## config.mk

```make
export PLATFORM = sky130hd
export DESIGN_NAME = exc_sched
export DESIGN_NICKNAME = d
export VERILOG_FILES = /design/src/rtl/cpu_pkg.sv /design/src/rtl/exc_sched_int_pend.sv /design/src/rtl/exc_sched.sv
export SDC_FILE = /design/constraint.sdc
export NUM_CORES = 1
export LEC_CHECK = 0
export BUFFER_PORTS_ARGS = -buffer_cell sky130_fd_sc_hd__clkbuf_2
export CAP_MARGIN = 5
export CORE_MARGIN = 2
export CORE_UTILIZATION = 52
export CTS_BUF_LIST = sky130_fd_sc_hd__clkbuf_4 sky130_fd_sc_hd__clkbuf_8
export DETAILED_ROUTE_END_ITERATION = 16
export PLACE_DENSITY = 0.83
export SKIP_CTS_REPAIR_TIMING = 1
export SLEW_MARGIN = 20
export SYNTH_ARGS = -nofsm -noshare
export SYNTH_HDL_FRONTEND = slang
export SYNTH_SLANG_ARGS = --single-unit
```

## constraint.sdc

```tcl
create_clock -name clk -period 2.2 [get_ports clk]
set_clock_uncertainty 0.2 [all_clocks]
set_input_delay 0.22 -clock clk [delete_from_list [all_inputs] [get_ports clk]]
set_output_delay 0.22 -clock clk [all_outputs]
set_load 0.01 [all_outputs]
```

## src/rtl/cpu_pkg.sv

```systemverilog
// Shared CPU definitions: CP0 exception codes, Status bit positions and the
// exception scheduler state type.
package cpu_pkg;

    localparam logic [7:0] EXC_INT  = 8'h00;
    localparam logic [7:0] EXC_SYS  = 8'h08;
    localparam logic [7:0] EXC_BP   = 8'h09;
    localparam logic [7:0] EXC_RI   = 8'h0a;
    localparam logic [7:0] EXC_OV   = 8'h0c;
    localparam logic [7:0] EXC_TR   = 8'h0d;
    localparam logic [7:0] EXC_ERET = 8'h20;
    localparam logic [7:0] EXC_NONE = 8'hff;

    localparam int STATUS_IE    = 0;
    localparam int STATUS_EXL   = 1;
    localparam int STATUS_IM_LO = 8;
    localparam int STATUS_IM_HI = 15;

    typedef enum logic [1:0] {
        IDLE     = 2'd0,
        COMMIT   = 2'd1,
        FLUSH    = 2'd2,
        REDIRECT = 2'd3
    } state_t;

endpackage

```

## src/rtl/exc_sched_int_pend.sv

```systemverilog
// Interrupt edge detection and sticky pending register. Bit 7 is the timer,
// bits [NUM_EXT-1:0] are the external lines; IM lines up bit-for-bit.
module int_pend
    import cpu_pkg::*;
#(
    parameter int NUM_EXT = 5
) (
    input  logic               clk,
    input  logic               rst,
    input  logic               timer_int,
    input  logic [NUM_EXT-1:0] ext_int,
    input  logic               ie,
    input  logic               exl,
    input  logic [7:0]         im,
    input  logic               clr,
    output logic [7:0]         int_pending,
    output logic               int_ok
);

    localparam logic [7:0] VALID_MASK = 8'h80 | 8'((1 << NUM_EXT) - 1);

    logic [7:0] lvl;
    logic [7:0] hist_q;
    logic [7:0] pend_q;

    always_comb begin
        lvl = '0;
        lvl[7] = timer_int;
        lvl[NUM_EXT-1:0] = ext_int;
    end

    // New rising edges are OR-ed in after the clear so a set wins the same cycle.
    always_ff @(posedge clk) begin
        if (rst) begin
            hist_q <= '0;
            pend_q <= '0;
        end else begin
            hist_q <= lvl;
            pend_q <= ((pend_q & ~(clr ? im : 8'h00)) | (lvl & ~hist_q)) & VALID_MASK;
        end
    end

    assign int_pending = pend_q;
    assign int_ok      = ie & ~exl & (|(pend_q & im));

endmodule

```

## src/rtl/exc_sched.sv

```systemverilog
// Exception/interrupt scheduler: fixed-priority winner select, single-cycle
// CP0 strobe, then pipeline flush and a ready/valid PC redirect.
//   state    | meaning
//   IDLE     | waiting for a request or an enabled pending interrupt
//   COMMIT   | one-cycle exc_type/exc_pc strobe to CP0, first flush cycle
//   FLUSH    | flush held for the remaining FLUSH_CYCLES-1 cycles
//   REDIRECT | new pc offered until fetch accepts it
module exc_sched
    import cpu_pkg::*;
#(
    parameter logic [31:0] EXC_VECTOR   = 32'h0040_0004,
    parameter int          FLUSH_CYCLES = 2,
    parameter int          NUM_EXT      = 5
) (
    input  logic               clk,
    input  logic               rst,
    input  logic               req_valid,
    input  logic [31:0]        req_pc,
    input  logic               req_ri,
    input  logic               req_syscall,
    input  logic               req_break,
    input  logic               req_trap,
    input  logic               req_ov,
    input  logic               req_eret,
    input  logic               timer_int,
    input  logic [NUM_EXT-1:0] ext_int,
    input  logic [31:0]        status,
    input  logic [31:0]        epc,
    output logic [7:0]         exc_type,
    output logic [31:0]        exc_pc,
    output logic               stall,
    output logic               flush,
    output logic               redirect_valid,
    output logic [31:0]        redirect_pc,
    input  logic               redirect_ready,
    output logic [7:0]         int_pending
);

    localparam logic [3:0] CNT_LOAD = 4'(FLUSH_CYCLES > 1 ? FLUSH_CYCLES - 2 : 0);

    state_t      state_q, state_d;
    logic [7:0]  code_q;
    logic [31:0] pc_q;
    logic [31:0] last_pc_q;
    logic [31:0] rpc_q;
    logic [3:0]  cnt_q;
    logic [7:0]  win_code;
    logic [31:0] win_pc;
    logic        int_ok;
    logic        int_clr;
    logic        unused_status;

    assign unused_status = ^{status[31:16], status[7:2]};

    int_pend #(.NUM_EXT(NUM_EXT)) u_int_pend (
        .clk         (clk),
        .rst         (rst),
        .timer_int   (timer_int),
        .ext_int     (ext_int),
        .ie          (status[STATUS_IE]),
        .exl         (status[STATUS_EXL]),
        .im          (status[STATUS_IM_HI:STATUS_IM_LO]),
        .clr         (int_clr),
        .int_pending (int_pending),
        .int_ok      (int_ok)
    );

    always_comb begin
        win_code = EXC_NONE;
        win_pc   = req_valid ? req_pc : last_pc_q;
        if      (req_valid && req_ri)      win_code = EXC_RI;
        else if (req_valid && req_syscall) win_code = EXC_SYS;
        else if (req_valid && req_break)   win_code = EXC_BP;
        else if (req_valid && req_trap)    win_code = EXC_TR;
        else if (req_valid && req_ov)      win_code = EXC_OV;
        else if (req_valid && req_eret)    win_code = EXC_ERET;
        else if (int_ok)                   win_code = EXC_INT;
    end

    always_comb begin
        state_d        = state_q;
        exc_type       = EXC_NONE;
        exc_pc         = '0;
        stall          = 1'b1;
        flush          = 1'b0;
        redirect_valid = 1'b0;
        redirect_pc    = '0;
        int_clr        = 1'b0;
        case (state_q)
            IDLE: begin
                stall = 1'b0;
                if (win_code != EXC_NONE) state_d = COMMIT;
            end
            COMMIT: begin
                exc_type = code_q;
                exc_pc   = pc_q;
                flush    = 1'b1;
                int_clr  = (code_q == EXC_INT);
                state_d  = (FLUSH_CYCLES > 1) ? FLUSH : REDIRECT;
            end
            FLUSH: begin
                flush = 1'b1;
                if (cnt_q == 4'd0) state_d = REDIRECT;
            end
            REDIRECT: begin
                redirect_valid = 1'b1;
                redirect_pc    = rpc_q;
                if (redirect_ready) state_d = IDLE;
            end
            default: state_d = IDLE;
        endcase
    end

    always_ff @(posedge clk) begin
        if (rst) begin
            state_q   <= IDLE;
            code_q    <= EXC_NONE;
            pc_q      <= '0;
            last_pc_q <= '0;
            rpc_q     <= '0;
            cnt_q     <= '0;
        end else begin
            state_q <= state_d;
            if (state_q == IDLE) begin
                if (req_valid) last_pc_q <= req_pc;
                if (win_code != EXC_NONE) begin
                    code_q <= win_code;
                    pc_q   <= win_pc;
                end
            end
            if (state_q == COMMIT)
                cnt_q <= CNT_LOAD;
            else if (state_q == FLUSH && cnt_q != 4'd0)
                cnt_q <= cnt_q - 4'd1;
            // Redirect target is captured once on entry and held until accepted.
            if (state_d == REDIRECT && state_q != REDIRECT)
                rpc_q <= (code_q == EXC_ERET) ? epc : EXC_VECTOR;
        end
    end

endmodule
```

# --- After elaboration in Yosys (flattened, before gate mapping) ---
# Cells that the tools add are included.
totals:
  ff_bits: 126
  output_inout_bits: 83
  input_bits: 112
classes:
  eq_ne: 7
  mux: 21
  addsub: 1
  n_reduce_logical: 16
  bitwise_logic: 9
op_table:
  columns: ["operator", "count"]
  rows:
  - ["2-to-1 mux 32 bit", 4]
  - ["2-to-1 mux 8 bit", 9]
  - ["bitwise AND 8 bit", 3]
  - ["NOT 8 bit", 2]
  - ["equality test 8 x 6 -> 1 bit (second input constant)", 1]
  - ["logical AND 1 bit", 8]
  - ["logical NOT 8 bit", 1]
  - ["inequality test 8 bit (second input constant)", 1]
  - ["bitwise OR 8 bit", 1]
  - ["case mux 2 bit (4 select lines)", 1]
  - ["OR reduction 8 bit", 1]
  - ["equality test 2 bit (second input constant)", 3]
  - ["2-to-1 mux 2 bit", 3]
  - ["logical NOT 4 bit", 1]
  - ["2-to-1 mux 1 bit", 4]
  - ["nonzero test 4 bit", 1]
  - ["OR reduction 2 bit", 2]
  - ["subtractor 4 x 1 -> 4 bit (second input constant)", 1]
  - ["bitwise AND 1 bit", 2]
  - ["equality test 2 x 1 -> 1 bit (second input constant)", 1]
  - ["logical NOT 2 bit", 1]
  - ["inequality test 2 bit (second input constant)", 1]
  - ["AND reduction 2 bit", 1]
  - ["NOT 1 bit", 1]

# --- Depth between registers and ports, before layout ---
# Gate-level depths: netlist of run 1.
logic_depth:
  word_depth: 15
  mapped_depth: 9

# --- By module ---
# From an unflattened synthesis of run 1, not the netlist that was laid out.
unflattened:
  cells_unflattened: 637
  area_unflattened_um2: 5620.4
by_module_without_submodules:
  columns: ["mod", "seq_area_each_um2", "area_each_um2", "cells_per_inst", "instances"]
  rows:
  - ["exc_sched", 2162.1, 5156.2, 592, 1]
  - ["int_pend", 240.2, 464.2, 45, 1]

# --- Worst setup path before layout of run 1 ---
# Ideal clock, no wire load.
synth_path:
  path_kind: "in2reg"
  from: "input req_eret"
  to: "register rpc_q[0]"
  arrival_time_ps: 1773
  path_stages: 7
  setup_time_ps: 72
  t_required_ps: 1928
  path_buffers: 2
  slack_ps: 155
  path_cell_list: "or4_4 o31a_1 nor3_2 or2_1 buf_6 buf_12 mux2i_1"
synth_via:
  elab_chain_len: 12
synth_rtl:
  columns: ["item", "line_no", "source"]
  rows:
  - ["start: declaration", "exc_sched.sv:24", "input logic req_eret,"]
  - ["logical AND 1 bit", "exc_sched.sv:76", "else if (req_valid && req_eret) win_code = EXC_ERET;"]
  - ["2-to-1 mux 8 bit", "exc_sched.sv:76", null]
  - ["2-to-1 mux 8 bit", "exc_sched.sv:75", "else if (req_valid && req_ov) win_code = EXC_OV;"]
  - ["2-to-1 mux 8 bit", "exc_sched.sv:74", "else if (req_valid && req_trap) win_code = EXC_TR;"]
  - ["2-to-1 mux 8 bit", "exc_sched.sv:73", "else if (req_valid && req_break) win_code = EXC_BP;"]
  - ["2-to-1 mux 8 bit", "exc_sched.sv:72", "else if (req_valid && req_syscall) win_code = EXC_SYS;"]
  - ["2-to-1 mux 8 bit", "exc_sched.sv:71", "if (req_valid && req_ri) win_code = EXC_RI;"]
  - ["inequality test 8 bit", "exc_sched.sv:92", "if (win_code != EXC_NONE) state_d = COMMIT;"]
  - ["2-to-1 mux 2 bit", "exc_sched.sv:92", null]
  - ["case mux 2 bit (4 select lines)", "exc_sched.sv:89", "case (state_q)"]
  - ["equality test 2 bit", "exc_sched.sv:136", "if (state_d == REDIRECT && state_q != REDIRECT)"]
  - ["logical AND 1 bit", "exc_sched.sv:136", null]
  - ["end signal: assignment", "exc_sched.sv:137", "rpc_q <= (code_q == EXC_ERET) ? epc : EXC_VECTOR;"]
  - ["end: declaration", "exc_sched.sv:45", "logic [31:0] rpc_q;"]
# Every way passes these cells.
# A chain may end at the register's enable or synchronous reset.

# --- Worst setup path after layout of run 1 ---
layout_path:
  from: "input status[11]"
  to: "register pc_q[20]"
layout_via:
  elab_chain_len: 12
layout_rtl:
  columns: ["item", "line_no", "source"]
  rows:
  - ["start: declaration", "exc_sched.sv:27", "input logic [31:0] status,"]
  - ["bitwise AND 8 bit", "exc_sched_int_pend.sv:44", "assign int_ok = ie & ~exl & (|(pend_q & im));"]
  - ["OR reduction 8 bit", "exc_sched_int_pend.sv:44", null]
  - ["bitwise AND 1 bit", "exc_sched_int_pend.sv:44", null]
  - ["2-to-1 mux 8 bit", "exc_sched.sv:77", "else if (int_ok) win_code = EXC_INT;"]
  - ["2-to-1 mux 8 bit", "exc_sched.sv:76", null]
  - ["2-to-1 mux 8 bit", "exc_sched.sv:75", null]
  - ["2-to-1 mux 8 bit", "exc_sched.sv:74", null]
  - ["2-to-1 mux 8 bit", "exc_sched.sv:73", null]
  - ["2-to-1 mux 8 bit", "exc_sched.sv:72", null]
  - ["2-to-1 mux 8 bit", "exc_sched.sv:71", null]
  - ["inequality test 8 bit", "exc_sched.sv:126", "if (win_code != EXC_NONE) begin"]
  - ["AND reduction 2 bit (no source line)", null, null]
  - ["end signal: assignment", "exc_sched.sv:128", "pc_q <= win_pc;"]
  - ["end: declaration", "exc_sched.sv:43", "logic [31:0] pc_q;"]
# Every way passes these cells.

==> impl_metrics.yaml, run 1 <==
cts:
  clock_tree.root_cell: "clkbuf_8"
  clk_path_buf_depth: 2
  cts_max_level: 4
  clkLatencyLatePin_ns: 0.43
  clk_pin_slew_ns: 0.07
  cts_sinks: 120
  cts_tree: "yes"
  cts_buffers: 17
job:
  cap_violations: 0
sta:
  slew_viol_final: 0
  max_clock_freq_ghz: 0.4554
  setup_violations: 0
  relSlewSlack_pct: 65.61
  period_minus_slack_ns: 2.196
  hold_violations: 2
  worst_slew_pin_slew_ns: 0.5159
  finalCritPeriodShare_pct: 99.81
  holdWs_ns: -0.03332
drt:
  drt_wl_total_mm: 15.53
  drt_first_iter_violations: 355
  via_per_inst: 5.236
  vias: 5351
  first_pass_iters: 6
  drc_errors: 0
  routedWlPerCell_microns: 15.19
  drtAntennaViolNets: 0
critical_path:
  crit_chain: "dlygate4sd3_1, clkbuf_2, a22oi_1, a311oi_2, buf_4, o21ai_4, buf_12, mux2i_1, nor2_1"
  cp_top_family: "buffers and inverters"
  crit_slowest_cell: "dlygate4sd3_1"
  critical_path.max_stage_delay_ns: 0.54
  end_kind: "flop"
  startpoint_type: "primary input"
  critPathRequiredTime_ns: 2.31
  path_buf_inv: 4
  crit_fanout: 26
  crit_arrival_ns: 2.31
  worst-setup-path-type: "in -> reg"
power_and_ir_drop:
  power_frac_seq_pct: 38.5
  clkPwrFrac_pct: 29.8
  p_per_area_mw_per_mm2: 889.1
  p_int_mw: 4.566
  power.switching_mw: 2.321
  ir_drop_uv: 571.8
  p_comb_share_pct: 31.7
  leakage_nw: 3.468
  sw_frac_of_total_pct: 33.70
floorplanning:
  die_area_sq_mm: 0.01158
  fp.coreArea_sq_mm: 0.01037
  start_util_pct: 53.81
  placementRows: 37
  pin_count: 195
  dieWidth_microns: 107.6
  die_y_microns: 107.6
global_route:
  grt_pass1_vias: 4926
  grt_max_degree: 87
  grt_pass1_wl_mm: 22.11
  grt_antenna_before_repair: 0
  track_usage_pct: 23.80
  grt_remaining_overflow: 0
finish:
  layout-drive-gt1-share_pct: 30.25
  layout_commonest_cell: "clkbuf_2"
  antennaDiodeCount: 0
  layoutNonFillerInstCount: 1022
  fin_util_pct: 74.70
  nFillCells: 712
  layout_common_cells: "clkbuf_2 (168), nand2_1 (137), dfxtp_1 (118)"
  final_area_sq_mm: 0.007746
  fin_nets: 991
  area_growth_pct: 38.81
logic_synthesis:
  ys_seq_area_share_pct: 43.05
  synth.area.top_cells: "dfxtp_1 (43%), mux2i_1 (11%), nand2_1 (9.2%), and2_1 (7.4%), mux2_2 (6.5%)"
  ys_warn_count: 0
  synth_edf_count: 0
  synth.distinct_cells: 49
  synth_top_cell_area_share_pct: 43.05
  ys.flop_type: "dfxtp_1"
  syn_area_sq_mm: 0.005580
  async_flop_share_pct: 0
  ys_seq_elements: 120
  synth_cells: 639
  synth_top_cell_by_area: "dfxtp_1"
  avgSynthCellArea_sq_um: 8.733
status:
  status: "finished, violations left"
  violations: "negative hold slack"
placed_design:
  placed_cell_area_sq_mm: 0.006521
  port-buffer-count: 168
  hpwl_mm: 9.355
  place.gp.congestion: 0.7990
  dp.cells: 915
worst_hold_path:
  hold_class: "in -> reg"
## worst min-delay path, stage by stage
cell and delay (ns):
clkbuf_2 0.09, inv_1 0.03, o21ai_0 0.14, a21oi_1 0.07
## path summary, 6_finish.rpt
path	start	endpoint	slack [ns]	cells past startpoint
hold reg to reg	rpc_q[12]	rpc_q[12]	0.25	2
hold / removal	status[9]	u_int_pend.int_pending[1]	-0.03	4
setup reg to reg	cnt_q[0]	rpc_q[19]	0.10	8
setup / recovery	status[11]	pc_q[20]	0.004	9
## cells by family after synthesis
family / after synthesis / share of synthesized area [%]
other cells: 1 / 0.06720
xor+xnor: 3 / 0.4709
mux: 94 / 17.58
flops: 120 / 43.05
simple gates: 280 / 23.66
compound gates: 72 / 7.758
buf+inv: 63 / 6.076
fa+ha+maj: 6 / 1.345
## flip-flops by register name, summed over array words and instances, names as in the netlist
register,flops
last_pc_q,32
pc_q,32
rpc_q,32
code_q,6
u_int_pend.hist_q,6
u_int_pend.int_pending,6
cnt_q,4
state_q,2
## power groups by stage
| stage | combinational, mW | sequential [mW] | clock, mW |
|---|---|---|---|
| floorplan | 1.46 | 2.62 | 0 |
| global placement | 1.92 | 2.65 | 0 |
| detailed placement | 2.00 | 2.67 | 0 |
| CTS | 2.01 | 2.63 | 2.07 |
| global route | 2.38 | 2.68 | 2.19 |
| finish | 2.18 | 2.65 | 2.05 |
## through the flow
stage | hold WS (ns) | power [mW] | TNS, ns | setup slack [ns]
2_1_floorplan | 0.1482 | 4.080 | 0 | 0.1555
3_3_place_gp | 0.2375 | 4.570 | -0.4872 | -0.02373
3_5_place_dp | 0.2447 | 4.670 | -2.798 | -0.09838
4_1_cts | -0.1974 | 6.709 | -7.190 | -0.1729
5_1_grt | 0.02177 | 7.250 | -0.2491 | -0.02584
6_report | -0.03332 | 6.887 | 0 | 0.004176
## routing by layer
metal | routed length [microns] | up-vias | part of all wire [%] | track usage [%]
li1 | - | 2565 | - | -
met1 | 6035 | 2515 | 39 | 26.24
met2 | 8051 | 226 | 52 | 42.90
met3 | 965 | 45 | 6.2 | 8.232
met4 | 476 | 0 | 3.1 | 7.143
met5 | 0 | - | 0 | 0
## Yosys cell counts (all sizes together), types with 2 or more instances
cell and instances:
a2111oi 2, a21oi 42, a22oi 3, a311oi 3
and2 66, buf 15, clkbuf 32, dfxtp 120
ha 6, inv 15, mux2 32, mux2i 62
nand2 137, nand2b 11, nand4b 2, nor2 38
nor2b 8, nor3 9, o211ai 2, o21ai 12
or2 2, xor2 2
## final cells by class
| type | count | area, sq um | area share [%] |
|---|---|---|---|
| clock inverters | 15 | 177.7 | 2.294 |
| flip-flops and latches | 120 | 2405 | 31.05 |
| well taps | 136 | 170.2 | 2.197 |
| clock buffers | 17 | 234.0 | 3.021 |
| inverters | 16 | 60.06 | 0.7753 |
| repair buffers | 261 | 1793 | 23.15 |
| multi-input cells | 457 | 2907 | 37.52 |
Power figures use the tool's default switching activity.
==> run 2, diff against run 1 <==
--- a/config.mk
+++ b/config.mk
@@ -8,10 +8,10 @@
 export BUFFER_PORTS_ARGS = -buffer_cell sky130_fd_sc_hd__clkbuf_2
 export CAP_MARGIN = 5
 export CORE_MARGIN = 2
-export CORE_UTILIZATION = 52
+export CORE_UTILIZATION = 45
 export CTS_BUF_LIST = sky130_fd_sc_hd__clkbuf_4 sky130_fd_sc_hd__clkbuf_8
 export DETAILED_ROUTE_END_ITERATION = 16
-export PLACE_DENSITY = 0.83
+export PLACE_DENSITY = 0.73
 export SKIP_CTS_REPAIR_TIMING = 1
 export SLEW_MARGIN = 20
 export SYNTH_ARGS = -nofsm -noshare
==> run 2 against run 1 <==
The flow still finishes with violations (negative hold slack). Utilization fell by 9.4 points. Register-to-register slack gained 0.02 ns. Sequential power is essentially flat. Total power rose by 1.5%. Largest cell class unchanged.
==> impl_metrics.yaml, run 2 (synthesized netlist as in run 1, its figures left out) <==
sta:
  tns_ns: 0
  hold_violations: 2
  finalCritPeriodShare_pct: 96.23
  holdWs_ns: -0.02699
  finalWorstSetupSlack_ns: 0.08289
  setup_violations: 0
  slew_viol_final: 0
  period_minus_slack_ns: 2.117
  max_clock_freq_ghz: 0.4723
critical_path:
  crit_slowest_cell: "dlygate4sd3_1"
  cp_top_family: "buffers and inverters"
  critPathRequiredTime_ns: 2.31
  crit_chain: "dlygate4sd3_1, clkbuf_2, a22oi_1, a311oi_2, buf_4, o21ai_4, buf_12, mux2i_1, nor2_1"
  crit_fanout: 25
  path_buf_inv: 4
  end_kind: "flop"
  crit_arrival_ns: 2.23
  rrSetupSlack_ns: 0.12
  worst-setup-path-type: "in -> reg"
  critical_path.max_stage_delay_ns: 0.56
  startpoint_type: "primary input"
status:
  status: "finished, violations left"
  violations: "negative hold slack"
cts:
  clk_pin_slew_ns: 0.07
  clk_path_buf_depth: 2
  cts_buffers: 17
  clock_tree.root_cell: "clkbuf_8"
  cts_max_level: 4
  clkLatencyLatePin_ns: 0.43
  cts_tree: "yes"
  cts_sinks: 120
placed_design:
  hpwl_mm: 9.442
  dp.cells: 951
  port-buffer-count: 168
  place.gp.congestion: 0.8392
  pre_cts_ws_ns: -0.08437
  placed_cell_area_sq_mm: 0.006591
global_route:
  track_usage_pct: 20.36
  grt_max_degree: 87
  grt_antenna_before_repair: 0
  grt_remaining_overflow: 0
  grt_pass1_wl_mm: 21.47
  grt_pass1_vias: 4724
finish:
  antennaDiodeCount: 0
  area_growth_pct: 41.10
  fin_nets: 999
  layout-drive-gt1-share_pct: 29.75
  seq_area_sq_mm: 0.002404
  layoutNonFillerInstCount: 1062
  nFillCells: 966
  final_area_sq_mm: 0.007874
  layout_common_cells: "clkbuf_2 (167), nand2_1 (137), dfxtp_1 (119)"
  fin_util_pct: 65.28
  layout_commonest_cell: "clkbuf_2"
  top_regs: "last_pc_q: 32 flops, pc_q: 32 flops, rpc_q: 32 flops"
  multi_input_area_sq_mm: 0.002874
power_and_ir_drop:
  ir_drop_uv: 582.3
  leakage_nw: 3.537
  power_mw: 6.993
  p_per_area_mw_per_mm2: 888.1
floorplanning:
  pin_count: 195
  die_y_microns: 115.4
  start_util_pct: 46.27
  dieWidth_microns: 115.4
  fp.coreArea_sq_mm: 0.01206
  placementRows: 40
  die_area_sq_mm: 0.01331
drt:
  via_per_inst: 4.887
  drc_errors: 0
  drt_wl_total_mm: 15.16
  vias: 5190
  routedWlPerCell_microns: 14.27
  first_pass_iters: 4
  drtAntennaViolNets: 0
  drt_first_iter_violations: 279
job:
  cap_violations: 0
worst_hold_path:
  hold_class: "in -> reg"
[run 2: cell count changes in the layout (fill, tap and decap cells not counted), sizes merged, moves of 2 or more]
cell         delta
clkbuf          +7
buf             +5
dlygate4sd3     +3
inv             -2
clkinv          -5
[run 2: area by class of cell]
class | instances | area share, %
inverter | 16 | 0.7628
multi-input combinational | 457 | 36.50
tap | 168 | 2.670
sequential | 120 | 30.53
timing repair buffer | 269 | 23.85
clock buffer | 24 | 3.877
clock inverter | 8 | 1.812
[run 2: metal layers]
layer	GRT usage (%)	share of wire [%]	vias to the layer above
li1	-	-	2583
met1	22.22	41	2398
met2	35.83	50	182
met3	8.013	7.0	27
met4	7.149	1.7	0
met5	0	0	-
[run 2: power breakdown]
part,switching [mW],internal [mW],leakage (nW),total (mW)
sequential,0.156,2.47,0.980,2.62
combinational,1.20,0.967,2.33,2.17
clock,0.832,1.37,0.231,2.20
[run 2: final timing paths]
check	cells after the start	from	end
setup / recovery	9	status[12]	pc_q[18]
hold / removal	4	status[8]	u_int_pend.int_pending[0]
setup reg to reg	8	cnt_q[1]	rpc_q[4]
hold reg to reg	2	last_pc_q[0]	last_pc_q[0]
[run 2: worst register-to-register path, stage by stage (launching register included)]
cell,delay [ns]
dfxtp_1,0.32
inv_1,0.06
ha_1,0.17
nor3b_4,0.24
a21oi_2,0.10
nor4b_2,0.29
or2_4,0.22
clkbuf_16,0.20
mux2i_1,0.20
